[config.mk]
export PLATFORM = sky130hd
export DESIGN_NAME = cp0_intc
export DESIGN_NICKNAME = d
export VERILOG_FILES = /design/src/rtl/cp0_intc_pkg.sv /design/src/rtl/intc_sync.sv /design/src/rtl/cp0_intc.sv
export SDC_FILE = /design/constraint.sdc
export NUM_CORES = 1
export LEC_CHECK = 0
export ABC_AREA = 1
export BUFFER_PORTS_ARGS = -buffer_cell sky130_fd_sc_hd__buf_2
export CELL_PAD_IN_SITES_DETAIL_PLACEMENT = 1
export CELL_PAD_IN_SITES_GLOBAL_PLACEMENT = 1
export CORE_MARGIN = 5
export CORE_UTILIZATION = 40
export DETAILED_ROUTE_END_ITERATION = 12
export PLACE_DENSITY = 0.95
export SYNTH_ARGS = -nofsm -noshare
export SYNTH_HDL_FRONTEND = slang
export SYNTH_SLANG_ARGS = --single-unit
[constraint.sdc]
create_clock -name cpu_clk_50M -period 2 [get_ports cpu_clk_50M]
set_clock_uncertainty 0.1 [all_clocks]
set_input_delay 0.4 -clock cpu_clk_50M [delete_from_list [all_inputs] [get_ports cpu_clk_50M]]
set_output_delay 0.4 -clock cpu_clk_50M [all_outputs]
set_load 0.02 [all_outputs]
[src/rtl/cp0_intc_pkg.sv]
// cp0_intc_pkg: register map, reset constants and shared helpers for cp0_intc
package cp0_intc_pkg;
    localparam int INTC_NUM_IRQ_DEF = 8;
    localparam logic [4:0] INTC_PEND = 5'd0;
    localparam logic [4:0] INTC_MASK = 5'd1;
    localparam logic [4:0] INTC_MODE = 5'd2;
    localparam logic [4:0] INTC_FORCE = 5'd3;
    localparam logic [4:0] INTC_COUNT = 5'd9;
    localparam logic [4:0] INTC_COMPARE = 5'd11;
    localparam logic [31:0] INTC_COMPARE_RST = 32'hFFFF_FFFF;

    // index of the lowest set bit, 0 when the vector is empty
    function automatic logic [4:0] lowest_bit(input logic [31:0] v);
        lowest_bit = 5'd0;
        for (int i = 31; i >= 0; i--)
            if (v[i]) lowest_bit = 5'(i);
    endfunction
endpackage

[src/rtl/intc_sync.sv]
// intc_sync: SYNC_STAGES-deep, NUM_IRQ-wide synchroniser with asynchronous clear
module intc_sync #(
    parameter int NUM_IRQ = 8,
    parameter int SYNC_STAGES = 2
) (
    input  logic               cpu_clk_50M,
    input  logic               cpu_rst_n,
    input  logic [NUM_IRQ-1:0] d,
    output logic [NUM_IRQ-1:0] q
);
    logic [SYNC_STAGES-1:0][NUM_IRQ-1:0] stg;

    // shift raw lines through the flop chain; the oldest stage is the output
    always_ff @(posedge cpu_clk_50M or negedge cpu_rst_n)
        if (!cpu_rst_n) stg <= '0;
        else stg <= {stg[SYNC_STAGES-2:0], d};

    assign q = stg[SYNC_STAGES-1];
endmodule

[src/rtl/cp0_intc.sv]
// cp0_intc: CP0 interrupt controller with edge/level channels and optional Count/Compare timer (INTC_TIMER_EN)
module cp0_intc
    import cp0_intc_pkg::*;
#(
    parameter int NUM_IRQ = INTC_NUM_IRQ_DEF,
    parameter int SYNC_STAGES = 2,
    parameter int ID_W = (NUM_IRQ > 1) ? $clog2(NUM_IRQ) : 1
) (
    input  logic               cpu_clk_50M,
    input  logic               cpu_rst_n,
    input  logic [NUM_IRQ-1:0] irq_i,
    input  logic               we,
    input  logic [4:0]         waddr,
    input  logic [31:0]        wdata,
    input  logic               re,
    input  logic [4:0]         raddr,
    output logic [31:0]        rdata,
    output logic [NUM_IRQ-1:0] irq_pend_o,
    output logic               int_req_o,
    output logic [ID_W-1:0]    irq_id_o,
    output logic               timer_int_o
);
    logic [NUM_IRQ-1:0] sync, src, src_d, pend, pend_d, mask, mode, wbits, w1c, frc, chg;
    logic [31:0] count, compare;
    logic unused;

    assign unused = ^wdata;
    assign wbits = wdata[NUM_IRQ-1:0];

    intc_sync #(.NUM_IRQ(NUM_IRQ), .SYNC_STAGES(SYNC_STAGES)) u_sync (
        .cpu_clk_50M(cpu_clk_50M),
        .cpu_rst_n(cpu_rst_n),
        .d(irq_i),
        .q(sync)
    );

    assign src = sync | (NUM_IRQ'(timer_int_o) << (NUM_IRQ - 1));

    // next pending: level follows source, edge latches rises over W1C, FORCE sets, mode change clears
    always_comb begin
        w1c = (we && waddr == INTC_PEND) ? wbits : '0;
        frc = (we && waddr == INTC_FORCE) ? wbits : '0;
        chg = (we && waddr == INTC_MODE) ? (wbits ^ mode) : '0;
        pend_d = ((mode & ((pend & ~w1c) | (src & ~src_d))) | (~mode & src) | frc) & ~chg;
    end

    // pending, edge history, mask/mode registers and the registered masked vector
    always_ff @(posedge cpu_clk_50M or negedge cpu_rst_n)
        if (!cpu_rst_n) begin
            pend <= '0;
            src_d <= '0;
            mask <= '0;
            mode <= '0;
            irq_pend_o <= '0;
        end else begin
            pend <= pend_d;
            src_d <= src;
            irq_pend_o <= pend & mask;
            if (we && waddr == INTC_MASK) mask <= wbits;
            if (we && waddr == INTC_MODE) mode <= wbits;
        end

    assign int_req_o = |irq_pend_o;
    assign irq_id_o = ID_W'(lowest_bit(32'(irq_pend_o)));

`ifdef INTC_TIMER_EN
    logic tgl, timer_q;

    // half-rate counter with sticky match flag; software writes override the hardware update
    always_ff @(posedge cpu_clk_50M or negedge cpu_rst_n)
        if (!cpu_rst_n) begin
            count <= '0;
            compare <= INTC_COMPARE_RST;
            tgl <= 1'b0;
            timer_q <= 1'b0;
        end else begin
            tgl <= (we && waddr == INTC_COUNT) ? 1'b0 : ~tgl;
            if (we && waddr == INTC_COUNT) count <= wdata;
            else if (tgl) count <= count + 32'd1;
            if (we && waddr == INTC_COMPARE) begin
                compare <= wdata;
                timer_q <= 1'b0;
            end else if (tgl && !(we && waddr == INTC_COUNT) && count == compare) timer_q <= 1'b1;
        end

    assign timer_int_o = timer_q;
`else
    assign count = '0;
    assign compare = '0;
    assign timer_int_o = 1'b0;
`endif

    // combinational register read port
    always_comb
        rdata = !re ? '0 :
                raddr == INTC_PEND ? 32'(pend) :
                raddr == INTC_MASK ? 32'(mask) :
                raddr == INTC_MODE ? 32'(mode) :
                raddr == INTC_COUNT ? count :
                raddr == INTC_COMPARE ? compare : '0;
endmodule

==> run metrics, run 1 <==
status complete, no violations; Leakage 1.52 nW; routability congestion estimate approximately 0.82; FF+latch area ~1400 µm²; IO Pins just under 100; internal power roughly 0.0017 W; DR vias between 2000 and 2500; reg2reg path depth 3; Placed Instances between 400 and 500; Async SR Flop Fraction 1.00; top-count cell post-synth dfrtp_1; DR pass1 iterations 4; Clk network pwr share 0.233; Tmin final 1900 ps; Net Sw Frac 0.323; Final Hold Viols 0; Synth area leaders dfrtp_1 (51%), buf_4 (6.8%), o21ai_2 (5.1%); # diodes 0; DP HPWL 4.64 mm; mapped cell area 2750 µm²; drt total wl ~6.2 mm; Post-Synthesis Cells 278; row count 30; Pwr Density 812 nW/µm²; final hold slack 89.6 ps; Die W between 90 and 100 µm; critical path arrival 1400 ps; layout cell share with drive strength beyond 1 0.318; grt ovf 0; Peak VDD IR between 0.2 and 0.3 mV; number of enable flip-flop cells after synthesis 0; leading area contributor after synthesis dfrtp_1; Setup CP Type reg -> out; die area approximately 8600 µm²; RSZ-0062 raised after global routing yes; # fillers 815; Synth Flop Type dfrtp_1; Num Clock Sinks between 50 and 60; Psw just over 0.0008 W; Port Buffers between 40 and 50; CP Launch Type flop; initial DRC count 89; drt wl/cell around 15 µm; initial antenna violation count 0; Core Area just under 7000 µm²; largest net degree at the start of global routing between 50 and 60; clock-pin slew of the registers on the worst-case setup and hold paths roughly 90 ps; clock root cell clkbuf_8; worst-path maximum fanout 3; post-route clock period utilization 0.950; antenna-violating nets left 0; worst skew pair latency between 300 and 400 ps; Overall Global Routing Usage 0.150; Unique masters post-synth 27; Final Setup Violations 0; Max Root-Sink Buffers 2; Die Height between 90 and 100 µm; Avg Cell Area, Syn 9.90 µm²; vias per cell between 4 and 5; post-synth top area share 0.509; Max-Cap Viols 0; area of the multi-input gates roughly 1100 µm²; pre-CTS setup slack between 100 and 150 ps; hold depth 1; Hold/Removal Path Class in -> reg; Comb power frac 0.223; Nets 390; cts bufs inserted 5; Setup WS post-layout roughly 100 ps; Initial Utilization 0.407; crit end category output pin; area growth from synthesis to layout 13.1%; H-tree depth 2; Post-Layout Cell Count about 420; part of the Yosys area used for sequential elements 0.509; Fmax around 530 MHz; setup bufs post-CTS 0; Syn. warnings 0; CTS tree yes; Synth Register Bits 56; Worst EP required around 1500 ps; synth cell count leaders dfrtp_1 (56), nand2_1 (30), inv_1 (27), buf_4 (25), nor2_1 (20); Remaining DRCs 0; vias in the first global route between 2000 and 2500; first-pass GRT wire length 10.3 mm; sequential power share 0.544; Pwr Total 0.00253 W; Slew Viols, Final 0
-- power by group through the flow --
stage	logic, W	registers, W	clock network [W]
floorplan	0.000397	0.00139	0
global placement	0.000527	0.00138	0
detailed placement	0.000557	0.00139	0
CTS	0.000560	0.00137	0.000614
global route	0.000629	0.00140	0.000647
finish	0.000563	0.00137	0.000590
-- cells by family after synthesis --
| group | synth area share |
|---|---|
| simple gates | 0.175 |
| compound gates | 0.168 |
| buf+inv | 0.124 |
| flops | 0.509 |
| xor+xnor | 0.0223 |
| other cells | 0.00136 |
-- placed cells by master (no fill, tap or decap), types with 9 or more instances in the layout --
master and n:
dfrtp_1 56, buf_2 48, nand2_1 30, inv_1 27, conb_1 25, nor2_1 20, a21oi_1 18, o21ai_2 16
o21ai_1 9
-- state kept, by name (all words and copies together), names as in the netlist --
name and count:
pend 8, u_sync.stg 8, src_d 8, mask 8, irq_pend_o 8, u_sync.q 8
mode 8
-- routing by layer --
layer,routed length [µm],GRT usage,part of all wire,vias up
met1,2570,0.181,0.42,1014
li1,-,-,-,975
met5,0,0,0,-
met2,3090,0.257,0.50,65
met4,152,0.0562,0.025,0
met3,347,0.0374,0.056,14
-- area by class of cell --
type,instances,share of cell area
Timing Repair Buffer,56,0.101
Sequential cell,56,0.450
Tap cell,80,0.0322
Inverter,29,0.0350
Clock buffer,6,0.0233
Multi-Input combinational cell,188,0.357
Clock inverter,1,0.00161
-- path summary, 6_finish.rpt --
| path | startpoint | end | slack (ps) |
|---|---|---|---|
| max | irq_pend_o[7] | irq_id_o[0] | 100 |
| min | irq_i[0] | u_sync.stg[0] | 90 |
| max reg2reg | mode[6] | pend[6] | 850 |
| min reg2reg | u_sync.stg[4] | u_sync.q[4] | 260 |
| max in group asynchronous | cpu_rst_n | mask[6] | 1040 |
| min in group asynchronous | cpu_rst_n | u_sync.stg[4] | 500 |
-- through the flow --
step | cell area [µm²] | setup TNS (ps) | util
final | 3110 | 0 | 0.461
after global routing | 3110 | -37.1 | 0.461
after CTS | 3100 | 0 | 0.459
after detailed placement | 3010 | 0 | 0.446
after global placement | 3010 | 0 | 0.446
after floorplan | 2840 | 0 | -
-- worst max-delay path, cell delays in order, from the launching register on --
cell and delay, ps:
dfrtp_1 380, inv_1 60, o21ai_1 140, nand2_1 90, nand2_1 70, nand2_1 60
a21oi_1 120, buf_2 180
-- repair_timing --
| item | in CTS | in global routing |
|---|---|---|
| endpoints found under the setup margin | 0 | 3 |
| hold buffers | 1 | 0 |
| endpoints found under the hold margin | 56 | 0 |
| gates resized for setup | 0 | 4 |
Power figures use the tool's default switching activity.
==> run 2: changes to the inputs <==
--- a/config.mk
+++ b/config.mk
@@ -9,10 +9,10 @@
 export BUFFER_PORTS_ARGS = -buffer_cell sky130_fd_sc_hd__buf_2
 export CELL_PAD_IN_SITES_DETAIL_PLACEMENT = 1
 export CELL_PAD_IN_SITES_GLOBAL_PLACEMENT = 1
-export CORE_MARGIN = 5
-export CORE_UTILIZATION = 40
+export CORE_MARGIN = 2
+export CORE_UTILIZATION = 30
 export DETAILED_ROUTE_END_ITERATION = 12
-export PLACE_DENSITY = 0.95
+export PLACE_DENSITY = 0.78
 export SYNTH_ARGS = -nofsm -noshare
 export SYNTH_HDL_FRONTEND = slang
 export SYNTH_SLANG_ARGS = --single-unit
==> run 2 against run 1 <==
Compared with the run above: fmax decreased by 1.6%; final area increased by 2.8%; die area increased by 15%; clock-buffer cell count unchanged; flip-flop and latch count unchanged; non-clock buffer count increased by 4; via count increased by 0.34%; wire length decreased by 2.7%; sequential share of layout area decreased by 1.2 points; register-to-register slack got worse by 20 ps; critical path type unchanged; largest cell class unchanged.
==> run metrics, run 2 (same netlist as run 1, synthesis figures left out) <==
Worst setup startpoint irq_pend_o[0]; layout cell share with drive strength beyond 1 0.326; clock root cell clkbuf_8; RSZ-0062 raised after global routing yes; Initial Utilization 0.313; Remaining DRCs 0; CTS tree yes; H-tree depth 2; grt ovf 0; Peak VDD IR 0.285 mV; IO Pins around 100; Max-Cap Viols 0; row count 34; Worst EP required roughly 1500 ps; critical path endpoint irq_id_o[2]; Leakage about 1.5 nW; Die W between 90 and 100 µm; post-route clock period utilization 0.965; critical path arrival between 1000 and 1500 ps; Area after DPL between 3000 and 4000 µm²; worst skew pair latency 310 ps; reg2reg path depth 3; Setup CP Type reg -> out; Final Hold Viols 0; most frequent cells in the layout dfrtp_1 (56), buf_2 (47), nand2_1 (30); drt wl/cell ~13 µm; clock-pin slew of the registers on the worst-case setup and hold paths around 100 ps; Final Setup Violations 0; Num Clock Sinks 56; initial DRC count 64; # diodes 0; Nets slightly below 400; Port Buffers 49; largest net degree at the start of global routing 57; Overall Global Routing Usage 0.126; area growth from synthesis to layout 16.2%; Reg-to-Reg End pend[6]; CP Launch Type flop; Core Util, Final 0.363; Tmin final slightly below 2000 ps; die area about 10000 µm²; Fmax a little over 500 MHz; # fillers 1038; DP HPWL around 4.6 mm; antenna-violating nets left 0; worst r2r src mode[6]; vias in the first global route 2152; Die Height 99.8 µm; Core Area 8810 µm²; Hold/Removal Path Class in -> reg; crit end category output pin; status complete, no violations; Reg2Reg Setup Slack between 800 and 900 ps; DR vias slightly above 2000; DR pass1 iterations 4; most common cell after layout, fill and taps aside dfrtp_1; routability congestion estimate ~0.86; Max Root-Sink Buffers 2; vias per cell between 4 and 5; drt total wl approximately 6 mm; initial antenna violation count 0; cts bufs inserted 5; worst-path maximum fanout 3; first-pass GRT wire length 10.1 mm; Slew Viols, Final 0; Pwr Density approximately 800 nW/µm²; Final Instance Area ~3200 µm²
run 2: how the worst min path moves through the flow:
stage	start	to	slack (ps)	depth (start not counted)
2_1_floorplan	cpu_rst_n	irq_pend_o[0]	4	0
3_3_place_gp	u_sync.stg[2]	u_sync.q[2]	230	0
3_5_place_dp	u_sync.stg[1]	u_sync.q[1]	240	0
4_1_cts	irq_i[2]	u_sync.stg[2]	80	1
5_1_grt	irq_i[5]	u_sync.stg[5]	70	1
6_report	irq_i[2]	u_sync.stg[2]	90	1
run 2: area by class of cell:
cell class	count	area (µm²)	share of cell area
Inverter	29	109	0.0340
Clock inverter	1	5.00	0.00156
Tap cell	108	135	0.0422
Multi-Input combinational cell	188	1120	0.349
Clock buffer	6	72.6	0.0227
Sequential cell	56	1400	0.438
Timing Repair Buffer	60	360	0.113
run 2: stage by stage:
stage / TNS [ps] / setup WS [ps] / power, W / hold WS, ps / std cells
after floorplan: 0 / 288 / 0.00178 / 4.41 / 302
after CTS: 0 / 9.67 / 0.00255 / 81.8 / 445
after detailed placement: 0 / 132 / 0.00195 / 236 / 437
after global placement: 0 / 124 / 0.00192 / 232 / 437
after global routing: -82.5 / -82.5 / 0.00270 / 71.3 / 448
final: 0 / 69.2 / 0.00255 / 87.5 / 448
run 2: worst max-delay path, cell delays in order (launching register included):
cell	delay (ps)
dfrtp_1	410
or2_1	250
nor3_2	180
inv_1	50
nor2_1	90
buf_4	150
run 2: per-layer routing:
metal / up-vias / share of wire / track usage
li1: 984 / - / -
met1: 1012 / 0.42 / 0.154
met3: 7 / 0.061 / 0.0334
met4: 0 / 0.011 / 0.0358
met2: 72 / 0.50 / 0.219
met5: - / 0 / 0
run 2: what timing repair did:
item                                   CTS  global route
gates cloned                             0             0
setup endpoints to repair                2             3
gates resized for setup                  1             4
buffers inserted                         0             3
hold buffers                             1             0
pin swaps                                0             2
endpoints found under the hold margin   52             0
run 2: power breakdown:
group          switching, W  leakage, nW  internal [W]
registers          0.000117        0.688       0.00125
clock network      0.000354       0.0410      0.000240
logic              0.000349        0.819      0.000237
total              0.000820         1.55       0.00173
